[src/rtl/prg_saver.sv]
// Streams a VIC-20 BASIC program out of main memory as a PRG file:
// 2-byte little-endian load address followed by the bytes between $2B/$2C and $2D/$2E.
module prg_saver #(
  parameter int unsigned RD_LAT   = 1,
  parameter logic [15:0] TOP_ADDR = 16'hA000
) (
  input  logic        clk_sys,
  input  logic        reset_n,
  input  logic        start,
  input  logic        abort,
  output logic        busy,
  output logic        done,
  output logic        error,
  output logic [15:0] mem_addr,
  output logic        mem_rd,
  input  logic [7:0]  mem_din,
  output logic [24:0] up_addr,
  output logic [7:0]  up_data,
  output logic        up_valid,
  input  logic        up_ready,
  output logic        up_last
);

  typedef enum logic [3:0] {
    StIdle, StPtr, StCheck, StHdr0, StHdr1, StRd, StWait, StOut, StFin
  } state_e;

  localparam logic [1:0] LatLast = 2'(RD_LAT);

  state_e      state_q, state_d;
  logic [1:0]  ptr_idx_q, ptr_idx_d;
  logic        ptr_wait_q, ptr_wait_d;
  logic [1:0]  lat_q, lat_d;
  logic [15:0] s_ptr_q, s_ptr_d;
  logic [15:0] e_ptr_q, e_ptr_d;
  logic [15:0] end_q, end_d;
  logic [15:0] cur_q, cur_d;
  logic [7:0]  data_q, data_d;
  logic [24:0] offset_q, offset_d;
  logic        error_q, error_d;

  logic        xfer;
  logic        lat_done;
  logic        abort_hit;
  logic        last_byte;
  logic [15:0] e_clamp;

  assign xfer      = up_valid & up_ready;
  assign lat_done  = (lat_q == LatLast);
  assign abort_hit = abort && (state_q != StIdle) && (state_q != StFin);
  assign e_clamp   = (e_ptr_q > TOP_ADDR) ? TOP_ADDR : e_ptr_q;
  // In StOut end_q > cur_q always holds, so end_q - 1 cannot underflow.
  assign last_byte = (cur_q == end_q - 16'd1);

  always_ff @(posedge clk_sys) begin
    if (!reset_n) begin
      state_q <= StIdle;
    end else begin
      state_q <= state_d;
    end
  end

  always_comb begin
    state_d = state_q;
    unique case (state_q)
      StIdle:  if (start) state_d = StPtr;
      StPtr:   if (ptr_wait_q && lat_done && (ptr_idx_q == 2'd3)) state_d = StCheck;
      StCheck: state_d = (e_clamp < s_ptr_q) ? StFin : StHdr0;
      StHdr0:  if (xfer) state_d = StHdr1;
      StHdr1:  if (xfer) state_d = (s_ptr_q == end_q) ? StFin : StRd;
      StRd:    state_d = StWait;
      StWait:  if (lat_done) state_d = StOut;
      StOut:   if (xfer) state_d = last_byte ? StFin : StRd;
      StFin:   state_d = StIdle;
      default: state_d = StIdle;
    endcase
    if (abort_hit) state_d = StFin;
  end

  always_comb begin
    busy     = (state_q != StIdle) && (state_q != StFin);
    done     = (state_q == StFin);
    error    = error_q;
    mem_rd   = ((state_q == StPtr) && !ptr_wait_q) || (state_q == StRd);
    mem_addr = 16'h0000;
    if (state_q == StPtr) mem_addr = 16'h002B + {14'b0, ptr_idx_q};
    else if (state_q == StRd) mem_addr = cur_q;
    up_valid = (state_q == StHdr0) || (state_q == StHdr1) || (state_q == StOut);
    up_addr  = offset_q;
    up_data  = 8'h00;
    up_last  = 1'b0;
    unique case (state_q)
      StHdr0:  up_data = s_ptr_q[7:0];
      StHdr1:  begin
        up_data = s_ptr_q[15:8];
        up_last = (s_ptr_q == end_q);
      end
      StOut:   begin
        up_data = data_q;
        up_last = last_byte;
      end
      default: ;
    endcase
  end

  always_comb begin
    ptr_idx_d  = ptr_idx_q;
    ptr_wait_d = ptr_wait_q;
    lat_d      = lat_q;
    s_ptr_d    = s_ptr_q;
    e_ptr_d    = e_ptr_q;
    end_d      = end_q;
    cur_d      = cur_q;
    data_d     = data_q;
    offset_d   = offset_q;
    error_d    = error_q;
    unique case (state_q)
      StIdle: begin
        ptr_idx_d  = 2'd0;
        ptr_wait_d = 1'b0;
        lat_d      = 2'd0;
        offset_d   = 25'd0;
        if (start) error_d = 1'b0;
      end
      StPtr: begin
        if (!ptr_wait_q) begin
          ptr_wait_d = 1'b1;
          lat_d      = 2'd1;
        end else if (lat_done) begin
          unique case (ptr_idx_q)
            2'd0: s_ptr_d[7:0]  = mem_din;
            2'd1: s_ptr_d[15:8] = mem_din;
            2'd2: e_ptr_d[7:0]  = mem_din;
            2'd3: e_ptr_d[15:8] = mem_din;
            default: ;
          endcase
          ptr_idx_d  = ptr_idx_q + 2'd1;
          ptr_wait_d = 1'b0;
        end else begin
          lat_d = lat_q + 2'd1;
        end
      end
      StCheck: begin
        end_d = e_clamp;
        cur_d = s_ptr_q;
        if (e_clamp < s_ptr_q) error_d = 1'b1;
      end
      StHdr0, StHdr1: if (xfer) offset_d = offset_q + 25'd1;
      StRd:   lat_d = 2'd1;
      StWait: begin
        if (lat_done) data_d = mem_din;
        else lat_d = lat_q + 2'd1;
      end
      StOut: begin
        if (xfer) begin
          offset_d = offset_q + 25'd1;
          cur_d    = cur_q + 16'd1;
        end
      end
      default: ;
    endcase
    if (abort_hit) error_d = 1'b1;
  end

  always_ff @(posedge clk_sys) begin
    if (!reset_n) begin
      ptr_idx_q  <= 2'd0;
      ptr_wait_q <= 1'b0;
      lat_q      <= 2'd0;
      s_ptr_q    <= 16'h0000;
      e_ptr_q    <= 16'h0000;
      end_q      <= 16'h0000;
      cur_q      <= 16'h0000;
      data_q     <= 8'h00;
      offset_q   <= 25'd0;
      error_q    <= 1'b0;
    end else begin
      ptr_idx_q  <= ptr_idx_d;
      ptr_wait_q <= ptr_wait_d;
      lat_q      <= lat_d;
      s_ptr_q    <= s_ptr_d;
      e_ptr_q    <= e_ptr_d;
      end_q      <= end_d;
      cur_q      <= cur_d;
      data_q     <= data_d;
      offset_q   <= offset_d;
      error_q    <= error_d;
    end
  end

endmodule

[config.mk]
export PLATFORM = sky130hd
export DESIGN_NAME = prg_saver
export DESIGN_NICKNAME = d
export VERILOG_FILES = /design/src/rtl/prg_saver.sv
export SDC_FILE = /design/constraint.sdc
export NUM_CORES = 1
export LEC_CHECK = 0
export BUFFER_PORTS_ARGS = -buffer_cell sky130_fd_sc_hd__clkbuf_2
export CORE_MARGIN = 2
export CORE_UTILIZATION = 41
export DETAILED_ROUTE_END_ITERATION = 8
export PLACE_DENSITY_LB_ADDON = 0.12
export SYNTH_ARGS = -nofsm -noshare
export SYNTH_HDL_FRONTEND = slang
export SYNTH_SLANG_ARGS = --single-unit
[constraint.sdc]
create_clock -name clk_sys -period 3.6 [get_ports clk_sys]
set_input_delay 0.36 -clock clk_sys [delete_from_list [all_inputs] [get_ports clk_sys]]
set_output_delay 0.36 -clock clk_sys [all_outputs]
set_load 0.1 [all_outputs]
# Yosys cells after proc, flatten, opt, wreduce, memory -nomap -nowiden
# Index checks and enable logic that the tools add are counted.
# classes
add_sub_neg	6
magnitude_cmp	2
n_eq_ne	31
mux	33
n_bitwise	2
n_reduce_logical	31
# op_table
op	count
$mux 16	4
$pmux 25 s2	1
$mux 4	10
$eq 16x16->1	2
$pmux 16 s2	1
$pmux 4 s8	1
$add 25x1->25 const B	1
$mux 25	1
$pmux 8 s3	1
$ne 3x3->1 const B	7
$add 16x1->16 const B	1
$eq 4x3->1 const B	4
$gt 16x16->1 const B	1
$lt 16x16->1	1
$ne 2x2->1 const B	8
$reduce_and 4->1	4
$sub 16x1->16 const B	1
$reduce_and 6->1	2
$eq 4x2->1 const B	2
$mux 2	4
$pmux 2 s4	1
$reduce_bool 4->1	2
$add 6x2->7 const A	1
$logic_and 1x1->1	6
22 further kinds	38
# totals
regBits	107
inputBits	13
out_inout_bits	55
elab_cells	119

# Longest topological paths before layout
# depth
ltp_word	7
mapped_depth	13
ltp_nobuf	12

# Worst setup path before layout
# Ideal clock, no wire load.
# synth_timing
kind	register -> output
startpoint	register state_q[1]
endpoint	output mem_addr[14]
arrival_time_ns	3.449
t_required_ns	3.240
path_slack_ns	-0.209
stages_incl_launch_ff	3
path_buffers	1
path_cell_list	dfxtp_1 > clkbuf_1 > nor4_1
# synth_via
elab_chain_len	3
elab_cells_between_ends	4
cone_classes	2 x eq/ne; 2 x mux
# synth_lines
item	line	rtl
start: declaration	30	state_e state_q, state_d;
start signal: assignment	57	state_q <= StIdle;
start signal: assignment	59	state_q <= state_d;
$eq 4x3->1	87	else if (state_q == StRd) mem_addr = cur_q;
$mux 16	87	
$mux 16 *	86	if (state_q == StPtr) mem_addr = 16'h002B + {14'b0, ptr_idx_q};
end: declaration	14	output logic [15:0] mem_addr,
# Every way passes the cells marked *; elsewhere a longest branch is shown, timed or not.

# Final worst setup path
# layout_timing
startpoint	register end_q[0]
endpoint	output up_last
# layout_via
elab_chain_len	3
elab_cells_between_ends	4
cone_classes	1 x add/sub; 2 x eq/ne; 1 x mux
# layout_lines
item	line	rtl
start: declaration	36	logic [15:0] end_q, end_d;
start signal: assignment	183	end_q <= end_d;
$sub 16x1->16	53	assign last_byte = (cur_q == end_q - 16'd1);
$eq 16x16->1	53	
$pmux 1 s2 *	92	unique case (state_q)
end: declaration	21	output logic up_last
# Marked as above.

==> results_tabular.tex <==
\begin{tabular}{lr}
\hline
Metric & Value \\
\hline
\multicolumn{2}{l}{\textbf{Yosys}} \\
\quad Post-synthesis share of cell area spent on xor and xnor gates & under 10\% \\
\quad Synth Cell Area & 6540 sq um \\
\quad Number of synthesized flops with an enable pin & 0 \\
\quad Combinational family with the most area after synthesis & simple AND/OR/NAND/NOR gates \\
\quad Basic-gate share of the synthesized area counting and, or, nand and nor cells & between 20 and 30\% \\
\quad Syn\_area\_per\_cell & just under 8 sq um \\
\quad \#FFs+latches synth & between 100 and 150 \\
\quad Synthesized-area fraction occupied by ao, oa, aoi and oai cells & between 20\% and 30\% \\
\quad Netlist cell types & 67 \\
\quad Portion of netlist area occupied by mux cells & less than 1\% \\
\quad Synthesized Nets & between 800 and 900 \\
\quad Number of warning messages in the yosys log & 0 \\
\quad Seq/Total Area, Yosys & 32.8\% \\
\quad Synth Instances & 847 \\
\quad Flip-flop cell with the highest count after synthesis & dfxtp\_1 \\
\quad Adder-Cell Fraction of Synth Area & around 4.2\% \\
\quad Ys async rst share & 0\% \\
\multicolumn{2}{l}{\textbf{Die}} \\
\quad Starting density of the core & between 40\% and 50\% \\
\quad I/O pin total & just under 70 \\
\quad Die outline height & around 130 um \\
\quad Die area & between 15000 and 20000 sq um \\
\quad Total core area & 15700 sq um \\
\quad Cell row count & 46 \\
\quad Width of the die & 130 um \\
\multicolumn{2}{l}{\textbf{STA}} \\
\quad Setup TNS & 0 ns \\
\quad Smallest hold slack & $\sim$0.33 ns \\
\quad Unrepaired setup endpoints after global routing & false \\
\quad Endpoints failing setup & 0 \\
\quad Post-layout min period & approximately 3.4 ns \\
\quad Period Utilization, post-route & between 90\% and 100\% \\
\quad Clock Skews & about 0.009 ns \\
\quad Final hold violation count & 0 \\
\quad Worst relative slew slack & 21.0\% \\
\quad Slew at the pin closest to its max-slew limit & between 1 and 1.5 ns \\
\quad Total count of max-transition violations in the final report & 0 \\
\quad Achievable clock frequency & between 0.2 and 0.3 GHz \\
\multicolumn{2}{l}{\textbf{Global route}} \\
\quad Overall overflow remaining after global route & 0 \\
\quad Number of global-route vias before repair & 5683 \\
\quad Antenna violations before repair & 0 \\
\quad Global-route wire length before repair & roughly 32 mm \\
\quad Largest net degree at the start of global routing & 83 \\
\quad Tot GR Track Use & between 20\% and 30\% \\
\multicolumn{2}{l}{\textbf{CTS}} \\
\quad Bufs on Longest Clock Path & 2 \\
\quad Clock latency on the worst-skew pair & 0.36 ns \\
\quad CTS Hold Buffers Added & 0 \\
\quad Clock net sink count & 107 \\
\quad CTS buffer count & 9 \\
\quad Register clock-pin slew on the reported worst setup and hold paths & around 0.080 ns \\
\quad Clock tree from TritonCTS & yes \\
\quad Buffer cell driving the clock tree root & clkbuf\_16 \\
\quad Htree depth & 3 \\
\multicolumn{2}{l}{\textbf{Cells and area}} \\
\quad Share of layout cells above drive strength 1 & roughly 13\% \\
\quad Area added between synthesis and finish & 13.7\% \\
\quad Fillers & around 1600 \\
\quad Final core utilization & about 47\% \\
\quad Post-route cell area & 7430 sq um \\
\quad Number of inserted diodes & 0 \\
\quad NumNets Final & 915 \\
\multicolumn{2}{l}{\textbf{Routing}} \\
\quad Overall via count from detail\_route & 6202 \\
\quad Antenna Violating Nets Remaining & 0 \\
\quad DRC marker count from the first detailed-route iteration & around 490 \\
\quad Total routed wirelength & roughly 20 mm \\
\quad Wire per inst & 18.2 um \\
\quad Post-route DRC violation count & 0 \\
\quad Detailed-route vias per instance & approximately 5.6 \\
\quad Drt first pass iters & 7 \\
\multicolumn{2}{l}{\textbf{Worst setup path}} \\
\quad Startpoint type of the worst setup path & flop \\
\quad Cells along the critical path & inv\_1 -> ha\_2 -> nor4b\_4 -> nand2\_1 -> o311ai\_0 -> nor2\_1 -> a2111oi\_4 -> a31oi\_1 -> inv\_1 -> buf\_6 \\
\quad WP data required & approximately 3.2 ns \\
\quad Slowest CP cell & nor4b\_4 \\
\quad Crit-path max cell delay & approximately 0.40 ns \\
\quad Worst path most repeated cell & inv\_1 \\
\quad Kind of end point of the critical path & output pin \\
\quad Worst EP arrival & 3.03 ns \\
\quad Largest fanout of any net on the critical path & 9 \\
\quad Critical path class & flop to output pin \\
\multicolumn{2}{l}{\textbf{Place}} \\
\quad Area after DPL & 7090 sq um \\
\quad Detailed placement HPWL & 14.5 mm \\
\quad Count of buffers inserted at the top-level ports & 67 \\
\quad Placer Congestion & 0.872 \\
\multicolumn{2}{l}{\textbf{Flow run}} \\
\quad Count of max-cap constraint violations & 0 \\
\multicolumn{2}{l}{\textbf{Worst hold path}} \\
\quad Min-Delay Path Class & input pin to flop \\
\multicolumn{2}{l}{\textbf{Power and ir drop}} \\
\quad Power per Cell Area & 467 nW/um\^{}2 \\
\quad Peak ir drop on the vdd network & just under 0.3 mV \\
\quad LEAKAGE & 2.91 nW \\
\quad Pwr Total & between 3 and 4 mW \\
\multicolumn{2}{l}{\textbf{Status}} \\
\quad Result of the run & complete, no violations \\
\hline
\end{tabular}
[cell families (layout without fill, tap and decap cells)]
family | count (synthesis) | count (layout)
xor+xnor | 50 | 50
compound gates | 197 | 197
buf+inv | 99 | 137
simple gates | 369 | 369
fa+ha+maj | 22 | 22
flops | 107 | 107
mux | 3 | 3
[per-layer routing]
metal / up-vias / wire [um] / global-route usage [%]
met1: 2936 / 9570 / 34.2
met4: 0 / 321 / 6.39
met2: 202 / 9020 / 37.9
met5: - / 0 / 0
li1: 3039 / - / -
met3: 25 / 1100 / 3.90
[area by class of cell]
| type | instances | area, sq um | area share (%) |
|---|---|---|---|
| inverters | 42 | 158 | 2.12 |
| clock buffers | 10 | 229 | 3.08 |
| flip-flops and latches | 107 | 2140 | 28.8 |
| repair buffers | 79 | 552 | 7.42 |
| well taps | 216 | 270 | 3.64 |
| clock inverters | 6 | 72.6 | 0.976 |
| multi-input cells | 641 | 4010 | 53.9 |
[worst max-delay path: cells and delay by family, from the launching register on]
kind                       cells  cell delay (ns)
AOI/OAI and AO/OA              3             0.93
and+or+nand+nor                3             0.68
buffers and inverters          3             0.41
DFF                            1             0.38
adders and majority gates      1             0.26
[synthesized netlist by cell type, drive strengths merged, types with 2 or more instances]
master  number  area share (%)
o211a        3            0.46
nor4b        4             1.0
and4         3            0.40
a211oi       4            0.46
a31oi        5            0.48
o211ai       4            0.46
a21boi      61             7.0
o31a         2            0.27
buf         18             1.6
or4b         2            0.31
inv         42             2.4
xnor2       15             2.0
nor3        16             1.3
o22ai        6            0.57
dfxtp      107              33
nor4        15             1.6
or2          5            0.48
or3         10            0.96
a22oi        6            0.69
nor3b        4            0.46
and2        29             2.8
a21o         7            0.80
nand3       65             5.0
o21ai       36             2.8
mux2i        3            0.46
o221a        3            0.52
and3         7            0.69
or4          4            0.52
nor2b        8            0.77
xor2        35             4.7
a222oi       8             1.2
a21oi       39             3.0
clkbuf      39             2.2
nand4       17             1.6
nand2b       5            0.48
a211o        2            0.29
nor2        46             2.6
ha          22             4.2
nand2      124             7.1
[per-stage QoR]
stage               setup WS, ns  cells
floorplan                 0.0928    847
global placement           0.497   1081
detailed placement         0.306   1081
CTS                       0.0752   1097
global route              0.0229   1101
finish                     0.213   1101
[power by group]
group / internal (mW) / switching, mW / total, mW / leakage (nW)
combinational: 0.271 / 0.797 / 1.07 / 1.89
sequential: 1.24 / 0.127 / 1.36 / 0.863
clock: 0.551 / 0.490 / 1.04 / 0.149
total: 2.06 / 1.41 / 3.47 / 2.91
[final timing paths]
kind	startpoint	endpoint	slack, ns	cells past startpoint
max	end_q[0]	up_last	0.21	10
min reg2reg	data_q[5]	data_q[5]	0.47	2
max reg2reg	e_ptr_q[3]	error	0.44	12
min	mem_din[6]	s_ptr_q[14]	0.33	3
[sequential cells by signal (all words and copies together) (netlist names)]
register	flops
up_addr	25
cur_q	16
e_ptr_q	16
end_q	16
s_ptr_q	16
data_q	8
state_q	4
lat_q	2
ptr_idx_q	2
error	1
ptr_wait_q	1
[timing repair]
action / 4_1_cts / 5_1_grt
gates resized for setup: 0 / 2
setup endpoints to repair: 0 / 3
setup buffers: 0 / 4
[layout by cell type (no fill, tap or decap), drive strengths merged, types with 5 or more instances in the layout]
master	instances
a21o	7
nor2	46
o21ai	36
a21oi	39
a222oi	8
nor3	16
xnor2	15
o22ai	6
or2	5
nand3	65
buf	21
nor2b	8
and3	7
a31oi	5
nand4	17
nand2b	5
and2	29
clkbuf	68
inv	45
or3	10
a22oi	6
dfxtp	107
nor4	15
xor2	35
nand2	124
a21boi	61
ha	22
(Power assumes the default switching activity.)
